==> config.mk <==
export PLATFORM = sky130hd
export DESIGN_NAME = debouncer_multi
export DESIGN_NICKNAME = d
export VERILOG_FILES = /design/src/rtl/debouncer_multi.sv
export SDC_FILE = /design/constraint.sdc
export NUM_CORES = 1
export LEC_CHECK = 0
export CORE_MARGIN = 10
export CORE_UTILIZATION = 56
export DETAILED_ROUTE_END_ITERATION = 6
export HOLD_SLACK_MARGIN = 0.08
export PLACE_DENSITY = 0.78
export SLEW_MARGIN = 10
export SYNTH_ARGS = -nofsm -noshare
export SYNTH_HDL_FRONTEND = slang
export SYNTH_SLANG_ARGS = --single-unit
==> constraint.sdc <==
create_clock -name clk -period 1.8 [get_ports clk]
set_input_delay 0.36 -clock clk [delete_from_list [all_inputs] [get_ports clk]]
set_output_delay 0.36 -clock clk [all_outputs]
set_load 0.02 [all_outputs]
==> src/rtl/debouncer_multi.sv <==
// Multi-channel button/switch debouncer: per-channel synchroniser, bounce filter,
// and one-cycle press / release / long-press / auto-repeat strobes.
module debouncer_multi #(
  parameter int                  CHANNELS          = 4,
  parameter logic [CHANNELS-1:0] IDLE_LEVEL        = {CHANNELS{1'b1}},
  parameter int                  SYNC_STAGES       = 2,
  parameter int                  DEBOUNCE_CYCLES   = 1000,
  parameter int                  LONG_PRESS_CYCLES = 50000000,
  parameter int                  REPEAT_CYCLES     = 0
) (
  input  logic                clk,
  input  logic                rst_n,
  input  logic [CHANNELS-1:0] in,
  output logic [CHANNELS-1:0] pressed,
  output logic [CHANNELS-1:0] press,
  output logic [CHANNELS-1:0] release_evt,
  output logic [CHANNELS-1:0] long_press,
  output logic [CHANNELS-1:0] repeat_evt,
  output logic                any_press
);

  localparam int CW = $clog2(DEBOUNCE_CYCLES + 1);
  localparam int HW = $clog2(LONG_PRESS_CYCLES + 1);
  localparam int RW = (REPEAT_CYCLES > 0) ? $clog2(REPEAT_CYCLES + 1) : 1;

  localparam logic [CW-1:0] CNT_LAST  = CW'(DEBOUNCE_CYCLES - 1);
  localparam logic [HW-1:0] HOLD_MAX  = HW'(LONG_PRESS_CYCLES);
  localparam logic [HW-1:0] HOLD_LAST = HW'(LONG_PRESS_CYCLES - 1);
  localparam logic [RW-1:0] REP_LAST  = RW'((REPEAT_CYCLES > 0) ? REPEAT_CYCLES - 1 : 0);

  logic [CHANNELS-1:0] sync_r [SYNC_STAGES];
  logic [CHANNELS-1:0] active_s;
  logic                any_press_r;

  // Synchroniser chain, resting at the idle pad level
  always_ff @(posedge clk or negedge rst_n) begin
    if (!rst_n) begin
      for (int k = 0; k < SYNC_STAGES; k++) sync_r[k] <= IDLE_LEVEL;
    end else begin
      sync_r[0] <= in;
      for (int k = 1; k < SYNC_STAGES; k++) sync_r[k] <= sync_r[k-1];
    end
  end

  // Stable level is kept as "pressed" (stable ^ IDLE_LEVEL), so compare in that domain
  assign active_s = sync_r[SYNC_STAGES-1] ^ IDLE_LEVEL;

  for (genvar i = 0; i < CHANNELS; i++) begin : g_ch
    logic          pr_r, press_r, rel_r, long_r, rep_r;
    logic          pr_nx_s, press_nx_s, rel_nx_s, long_nx_s, rep_nx_s;
    logic [CW-1:0] cnt_r, cnt_nx_s;
    logic [HW-1:0] hold_r, hold_nx_s;
    logic [RW-1:0] rep_cnt_r, rep_cnt_nx_s;

    // Bounce filter and hold/repeat next-state
    always_comb begin
      pr_nx_s      = pr_r;
      cnt_nx_s     = cnt_r;
      hold_nx_s    = hold_r;
      rep_cnt_nx_s = rep_cnt_r;
      long_nx_s    = 1'b0;
      rep_nx_s     = 1'b0;

      if (active_s[i] == pr_r) begin
        cnt_nx_s = '0;
      end else if (cnt_r == CNT_LAST) begin
        pr_nx_s  = active_s[i];
        cnt_nx_s = '0;
      end else begin
        cnt_nx_s = cnt_r + CW'(1);
      end

      press_nx_s = pr_nx_s & ~pr_r;
      rel_nx_s   = ~pr_nx_s & pr_r;

      // Release (or idle) wins over any threshold that lands in the same cycle
      if (!pr_nx_s || !pr_r) begin
        hold_nx_s    = '0;
        rep_cnt_nx_s = '0;
      end else if (hold_r != HOLD_MAX) begin
        hold_nx_s    = hold_r + HW'(1);
        long_nx_s    = (hold_r == HOLD_LAST);
        rep_cnt_nx_s = '0;
      end else if (REPEAT_CYCLES > 0) begin
        if (rep_cnt_r == REP_LAST) begin
          rep_cnt_nx_s = '0;
          rep_nx_s     = 1'b1;
        end else begin
          rep_cnt_nx_s = rep_cnt_r + RW'(1);
        end
      end else begin
        rep_cnt_nx_s = '0;
      end
    end

    // Channel state and registered strobes
    always_ff @(posedge clk or negedge rst_n) begin
      if (!rst_n) begin
        pr_r      <= 1'b0;
        cnt_r     <= '0;
        hold_r    <= '0;
        rep_cnt_r <= '0;
        press_r   <= 1'b0;
        rel_r     <= 1'b0;
        long_r    <= 1'b0;
        rep_r     <= 1'b0;
      end else begin
        pr_r      <= pr_nx_s;
        cnt_r     <= cnt_nx_s;
        hold_r    <= hold_nx_s;
        rep_cnt_r <= rep_cnt_nx_s;
        press_r   <= press_nx_s;
        rel_r     <= rel_nx_s;
        long_r    <= long_nx_s;
        rep_r     <= rep_nx_s;
      end
    end

    assign pressed[i]     = pr_r;
    assign press[i]       = press_r;
    assign release_evt[i] = rel_r;
    assign long_press[i]  = long_r;
    assign repeat_evt[i]  = rep_r;
  end

  // Summary strobe trails the per-channel press strobes by one cycle
  always_ff @(posedge clk or negedge rst_n) begin
    if (!rst_n) begin
      any_press_r <= 1'b0;
    end else begin
      any_press_r <= |press;
    end
  end

  assign any_press = any_press_r;

endmodule

* Yosys cells after proc, flatten, opt, wreduce, memory -nomap -nowiden
Cells that the tools add are included.
** Storage, ports and cells
- Register bits after elaboration :: 169
- Output and inout bits :: 21
** Operators by class
- $add $sub $neg :: 8
- Eq/ne operators :: 16
- Multiplexer cells :: 32
- Bitwise gates (word level) :: 17
- Reduce and logical (&&, ||, !) cells :: 17
** Operator list (number)
- 26-bit 2-to-1 mux :: 8
- 26-bit by 1-bit adder with 26-bit output (second input constant) :: 4
- 26-bit equality test (second input constant) :: 4
- 26-bit != test (second input constant) :: 4
- 10-bit 2-to-1 mux :: 8
- 10-bit by 1-bit adder with 10-bit output (second input constant) :: 4
- 10-bit equality test (second input constant) :: 4
- 1-bit 2-to-1 mux :: 16
- 1-bit bitwise AND :: 8
- 1-bit logical NOT :: 8
- 1-bit inverter :: 8
- 2-bit nonzero test :: 4
- 1-bit equality test :: 4
- 1-bit logical OR :: 4
- 4-bit inverter :: 1
- 4-bit OR reduction :: 1

* Logic depth before layout (Yosys ltp)
- Depth in word-level cells :: 6
- Mapped depth :: 8

* Worst setup path before layout
No wires, ideal clock.
- Path type :: register -> register
- From :: register g_ch[3].hold_r[0]
- To :: register g_ch[3].hold_r[11]
- Library setup time :: 73 ps
- Arrival time :: 1724 ps
- Slack :: 3 ps
- Cell stages (with the launch flop) :: 9
- Buffers on the path :: 1
- Period minus slack after synthesis :: 1797 ps
- Cells stage by stage :: dfrtp_1 > inv_1 > ha_1 > nor4b_1 > nand3_1 > or4_1 > buf_2 > a21o_1 > a21oi_2
** On the way
- Longest elaborated chain between the ends :: 3
** Ends and longest elaborated chain
- from (decl) :: line 52 : logic [HW-1:0] hold_r, hold_nx_s;
- from (signal assigned) :: line 110 : hold_r <= hold_nx_s;
- 26-bit by 1-bit adder with 26-bit output :: line 81 : hold_nx_s = hold_r + HW'(1);
- 26-bit 2-to-1 mux :: line 80 : end else if (hold_r != HOLD_MAX) begin
- 26-bit 2-to-1 mux :: line 77 : if (!pr_nx_s || !pr_r) begin
Parallel ways exist; a longest one is shown, timed or not. The select of a mux whose other input is x is not followed.
A chain may end at the register's enable or synchronous reset.

* Final worst setup path
- From :: register g_ch[3].hold_r[10]
- To :: register g_ch[3].hold_r[11]
The elaborated chain is that of the path after synthesis.

==> flow_summary_export.csv <==
group,metric,value,unit
timing,period_needed,1.85,ns
timing,setup_ws,-0.0499,ns
setup_path,crit_required,2.15,ns
die,die_area,0.0201,sq mm
cells_and_area,antenna_cells,0,
routing,drtIter0Drc,426,
grt,grt_max_degree,51,
timing,rsz0062_at_grt,"yes",
clock_tree,clockRootBuffer,"clkbuf_16",
clock_tree,clock_latency,0.42,ns
cells_and_area,drive_gt1_frac,0.152,
setup_path,critical-path-slowest-cell,"or4_4",
placement,gp_congestion,0.829,
setup_path,cp-end-kind,"flop",
run,cap_viol_max_count,0,
power,vdd.ir_drop.worst,0.676,mV
power,p_per_area,788,mW/mm^2
setup_path,cp.arrival,2.20,ns
synth,synthFlopType,"dfrtp_1",
cells_and_area,fin_util,0.676,
die,ios,27,
timing,fin_crit_sh,1.03,
hold_path,hold_path.class,"input pin to flop",
timing,fin_skew,0.00963,ns
synth,synth.distinct_cells,43,
clock_tree,clock-sinks,169,
setup_path,r2r_slack,-0.05,ns
setup_path,reg2reg_from,"g_ch[3].hold_r[10]",
synth,synth_seq_area_share,0.512,
die,die-width,142,um
cells_and_area,final_nets,937,
routing,ant_nets,0,
die,start_util,0.570,
routing,routed_via_density,5.54,
routing,drt_first_pass_iters,5,
clock_tree,cts_tree,"done",
placement,dpl.hpwl,10.8,mm
synth,synth_area,0.00828,sq mm
grt,grt_pass1_vias,5872,
routing,vias,6157,
power,p_leak,4.08,nW
routing,wirelength,16.4,mm
grt,grt_pass1_wl,27.7,mm
clock_tree,h-tree-depth,4,
cells_and_area,area_growth,18.6,%
setup_path,r2r_end,"g_ch[3].hold_r[11]",
timing,setup_violations,1,
placement,place_ws,-0.0583,ns
timing,fmaxAchievable,0.541,GHz
grt,grt_util_all_layers,0.165,
die,row_count,44,
synth,syn_area_per_cell,9.83,sq um
routing,detail_route.wl_per_cell,14.7,um
die,die_h,142,um
clock_tree,cts_buffers,17,
synth,synth-async-reset-ratio,1.00,
run_status,failed_checks,"negative setup slack",
timing,maxSlewViolCount,0,
setup_path,critPathKind,"flop to flop",
hold_path,min_from,"in[1]",
synth,syn_inst,843,
setup_path,endpoint,"g_ch[3].hold_r[11]",
setup_path,critPathMaxStageDelay,0.59,ns
setup_path,crit_chain,"nor4_2 -> nand3b_1 -> or4_4 -> a21o_1 -> a21oi_2",
synth,synth_edf_count,0,
placement,portBuffers,22,
timing,finalHoldViolations,0,
cells_and_area,nFillCells,1128,
grt,antenna_found_initial,0,
die,coreArea,0.0145,sq mm
setup_path,critPathLaunchType,"flop",
setup_path,crit_path_max_fanout,5,
run_status,status,"finished with violations",
clock_tree,clk_pin_slew,0.06,ns
timing,tns,-0.0499,ns
synth,yosys_warnings,0,
routing,drcViolationCount,0,
synth,ys_ff_latch,169,
setup_path,crit_start,"g_ch[3].hold_r[10]",
grt,grt_overflow,0,
clock_tree,clock_path_buffers,2,
setup_path,r2r_cells,5,
-- critical path: cells and delay by family, from the launching register on --
family           cells  cell delay [ns]
flip-flops           1             0.40
AND/OR/NAND/NOR      3             1.06
AO/OA/AOI/OAI        2             0.33
-- state kept, by name, indices dropped and copies added, names as in the netlist --
signal        cells
g_ch.pr_r         4
sync_r            8
g_ch.press_r      4
g_ch.hold_r     104
any_press         1
g_ch.rel_r        4
g_ch.long_r       4
g_ch.cnt_r       40
-- placed cells by master (no fill, tap or decap), types with 9 or more instances in the layout --
master           instances
clkdlybuf4s50_1         13
nor3_1                  25
a21oi_1                 14
nand2b_1                 9
dfrtp_1                159
nand4_1                 40
clkbuf_16               17
ha_1                    14
nor4_1                  10
inv_1                   23
xor2_1                  54
buf_4                   56
and3_1                  27
nand2_1                 40
xnor2_1                 67
nand3_1                 54
nor2_1                 165
o21ai_0                 13
or3_1                   14
-- where the power goes --
group          switching (mW)  internal, mW
clock                    1.42          2.29
sequential             0.0265          3.84
combinational           0.117        0.0521
-- worst min-delay path by stage --
| stage | endpoint | slack (ns) | cells past startpoint |
|---|---|---|---|
| floorplan | any_press | 0.06 | 0 |
| global placement | g_ch[1].cnt_r[9] | 0.25 | 1 |
| detailed placement | g_ch[1].cnt_r[9] | 0.26 | 1 |
| CTS | sync_r[6] | 0.32 | 1 |
| global route | sync_r[6] | 0.32 | 1 |
| finish | sync_r[5] | 0.34 | 1 |
-- area by class of cell --
cell class / count / area (sq um) / area share
multi-input combinational: 617 / 3890 / 0.396
timing repair buffer: 86 / 768 / 0.0782
tap: 184 / 230 / 0.0234
clock buffer: 24 / 482 / 0.0490
clock inverter: 8 / 121 / 0.0124
sequential: 169 / 4240 / 0.432
inverter: 24 / 90.1 / 0.00917
-- cell families after synthesis --
logic type / count (synthesis) / synth area share
DFF: 169 / 0.512
buffers and inverters: 60 / 0.0379
xor gates and xnor gates: 121 / 0.128
and+or+nand+nor: 438 / 0.271
AOI/OAI and AO/OA: 35 / 0.0236
other: 1 / 0.000453
adders and majority gates: 16 / 0.0242
muxes: 3 / 0.00363
-- cells in the mapped netlist (2+ instances only) --
library cell / n / share of area
nor2_1: 165 / 0.075
dfrtp_1: 161 / 0.49
xnor2_1: 67 / 0.071
nand3_1: 55 / 0.033
xor2_1: 54 / 0.057
nand2_1: 41 / 0.019
nand4_1: 40 / 0.030
and3_1: 27 / 0.020
nor3_1: 25 / 0.015
inv_1: 24 / 0.011
buf_4: 20 / 0.018
nor4_1: 18 / 0.014
ha_1: 16 / 0.024
a21oi_1: 15 / 0.0091
or3_1: 15 / 0.011
o21ai_0: 14 / 0.0085
clkbuf_1: 10 / 0.0045
nand2b_1: 9 / 0.0068
dfstp_2: 8 / 0.025
and4_1: 7 / 0.0074
and2_1: 5 / 0.0038
buf_2: 5 / 0.0030
nor4b_1: 5 / 0.0053
mux2i_1: 3 / 0.0036
nor3_2: 3 / 0.0036
nor4bb_1: 3 / 0.0036
o21ai_2: 3 / 0.0032
or3b_2: 3 / 0.0032
or4_1: 3 / 0.0027
nand3b_1: 2 / 0.0018
nand4_2: 2 / 0.0030
nand4b_1: 2 / 0.0021
nor4_2: 2 / 0.0030
or2_2: 2 / 0.0015
-- per-stage QoR --
step	total power [mW]	instances	cell area [sq um]	hold WS (ns)
CTS	7.83	1107	9640	0.320
detailed placement	4.11	1074	9020	0.257
floorplan	3.99	846	8290	0.0644
global placement	4.10	1074	9020	0.254
finish	7.74	1112	9820	0.339
global route	8.02	1112	9820	0.319
-- timing repair --
item | CTS | global route
pin swaps | 0 | 9
endpoints found under the setup margin | 11 | 40
resized for setup | 10 | 29
buffers inserted | 0 | 5
endpoints found under the hold margin | 25 | 0
hold buffers | 1 | 0
-- metal layers --
layer,GRT usage,share of wire,vias up
li1,-,-,3002
met1,0.219,0.47,3027
met2,0.261,0.49,117
met3,0.0407,0.037,11
met4,0.0527,0.0098,0
met5,0,0,-
(Power assumes the default switching activity.)
==> variant (same settings) <==
Register the output `release_evt` once more, cleared by the reset; this adds one clock of latency there. The other outputs are not delayed to match.
--- a/src/rtl/debouncer_multi.sv
+++ b/src/rtl/debouncer_multi.sv
@@ -29,2 +29,4 @@
   localparam logic [RW-1:0] REP_LAST  = RW'((REPEAT_CYCLES > 0) ? REPEAT_CYCLES - 1 : 0);
+
+  logic [CHANNELS-1:0] release_evt_d;
 
@@ -120,3 +122,3 @@
     assign press[i]       = press_r;
-    assign release_evt[i] = rel_r;
+    assign release_evt_d[i] = rel_r;
     assign long_press[i]  = long_r;
@@ -136,2 +138,10 @@
 
+  always_ff @(posedge clk or negedge rst_n) begin
+    if (!rst_n) begin
+      release_evt <= '0;
+    end else begin
+      release_evt <= release_evt_d;
+    end
+  end
+
 endmodule
Check against the original RTL: same outputs for any inputs over 10 cycles, from zero or initial values and one cycle with rst_n low; that may be too few to reach the edited logic, so the function may still have changed.
==> variant against the original RTL <==
- synthesized area rose by 1.0%
- clock power grew 5%
- utilization rose by 3.6 points
- largest power group unchanged
- total power up 3.8%
- critical endpoint is now g_ch[0].hold_r[17]
- design area is 5.8% higher
- sequential cell count is 4 higher
- routed wire length increased by 8.9%
- critical path type unchanged
- worst setup slack worse by 0.15 ns
- the flow still finishes with violations (negative setup slack)
==> variant: results (changes against the original RTL) <==
[placed_design]
port_buffers = 22  ; unchanged
place_congestion = 0.881  ; +6.3%
dp_cells = 1093  ; +1.8%
place_area_um2 = 9290  ; +3.0%
place_ws_ns = -0.191  ; -0.133 ns
dp_hpwl_um = 11300  ; +4.4%

[route]
drtIter0Drc = 456  ; +7.0%
avgViaCountPerCell = 5.58  ; +0.73%
drt-met1-wl_um = 8040  ; +5.1%
first_pass_iters = 6  ; +1
vias = 6369  ; +3.4%
drt-total-wl_um = 17800  ; +8.9%
route.met3.wl_um = 719  ; +20%
wl_met2_um = 8850  ; +11%
drc = 0  ; unchanged

[clock_tree]
post_cts_buffers = 6  ; +6
cts-root-buf = clkbuf_16
htree_num_levels = 4  ; unchanged

[global_routing]
grt_use_met3_pct = 4.64  ; +0.57 points
grt_max_degree = 46  ; -9.8%
grt_use_met2_pct = 28.4  ; +2.3 points
track_usage_pct = 17.5  ; +0.94 points
use_met1_pct = 22.5  ; +0.60 points
grt_pass1_vias = 6254  ; +6.5%
grt_pass1_wl_um = 29500  ; +6.4%

[critical_path]
crit_start = g_ch[0].hold_r[10]
worstRegToRegCells = 5  ; unchanged
path_max_fanout = 3  ; -2
crit_path_max_incr_delay_ns = 0.57  ; -0.02 ns
setup.worst_path.end = g_ch[0].hold_r[17]
reg2reg_from = g_ch[0].hold_r[10]
critPathTopFamily = simple AND/OR/NAND/NOR gates
cp.arrival_ns = 2.32  ; +0.12 ns

[finish]
nets = 968  ; +3.3%
n_fill_cell = 996  ; -12%
final_layout_size_suffix_gt1_share_pct = 20.6  ; +5.4 points

[timing]
setup_ws_ns = -0.204  ; -0.154 ns
finalSetupViolCount = 5  ; +4
hold_ws_ns = 0.333  ; -0.00598 ns
hold_viol = 0  ; unchanged
finClkSkew_ns = 0.0132  ; +0.00358 ns
fin_setup_tns_ns = -0.599  ; -0.549 ns

[pwr]
powerComb_w = 0.000191  ; +13%
peakVddDrop_mv = 0.691  ; +2.2%
p_total_w = 0.00803  ; +3.8%
p_leak_nw = 4.36  ; +6.9%
p_switching_w = 0.00161  ; +3.6%
p_seq_share_pct = 49.3  ; -0.6 points

[run_status]
violations = negative setup slack
run_status = complete, but fails checks

[synth]
synth_area_leaders = dfrtp_1 49%, nor2_1 7.1%, xnor2_1 6.9%
async_flop_share_pct = 100  ; unchanged
syn_area_per_cell_um2 = 9.99  ; +1.6%
synth_cell_type_count = 48  ; +12%
synth_commonest_cells = 165 x dfrtp_1, 158 x nor2_1, 66 x xnor2_1
ys_seq_area_share_pct = 51.8  ; +0.67 points

[worst_hold_path]
whs_endpoint = sync_r[4]
min-delay-start = in[0]

[variant: area by class of cell]
cell class / count / area [um2] / share of cell area (%)
inverter: 23 / 86.3 / 0.831
clock inverter: 7 / 138 / 1.32
tap: 184 / 230 / 2.22
multi-input combinational: 614 / 4090 / 39.4
timing repair buffer: 117 / 1020 / 9.78
sequential: 173 / 4340 / 41.8
clock buffer: 24 / 482 / 4.64
[variant: cell families after synthesis]
family / Yosys count / share of synthesized area [%]
buffers and inverters: 55 / 3.41
AO/OA/AOI/OAI: 33 / 2.26
multiplexers: 5 / 0.613
XOR/XNOR: 121 / 12.7
AND/OR/NAND/NOR: 434 / 26.8
flip-flops: 173 / 51.8
adder cells (fa/ha/maj): 16 / 2.39
other: 1 / 0.0448
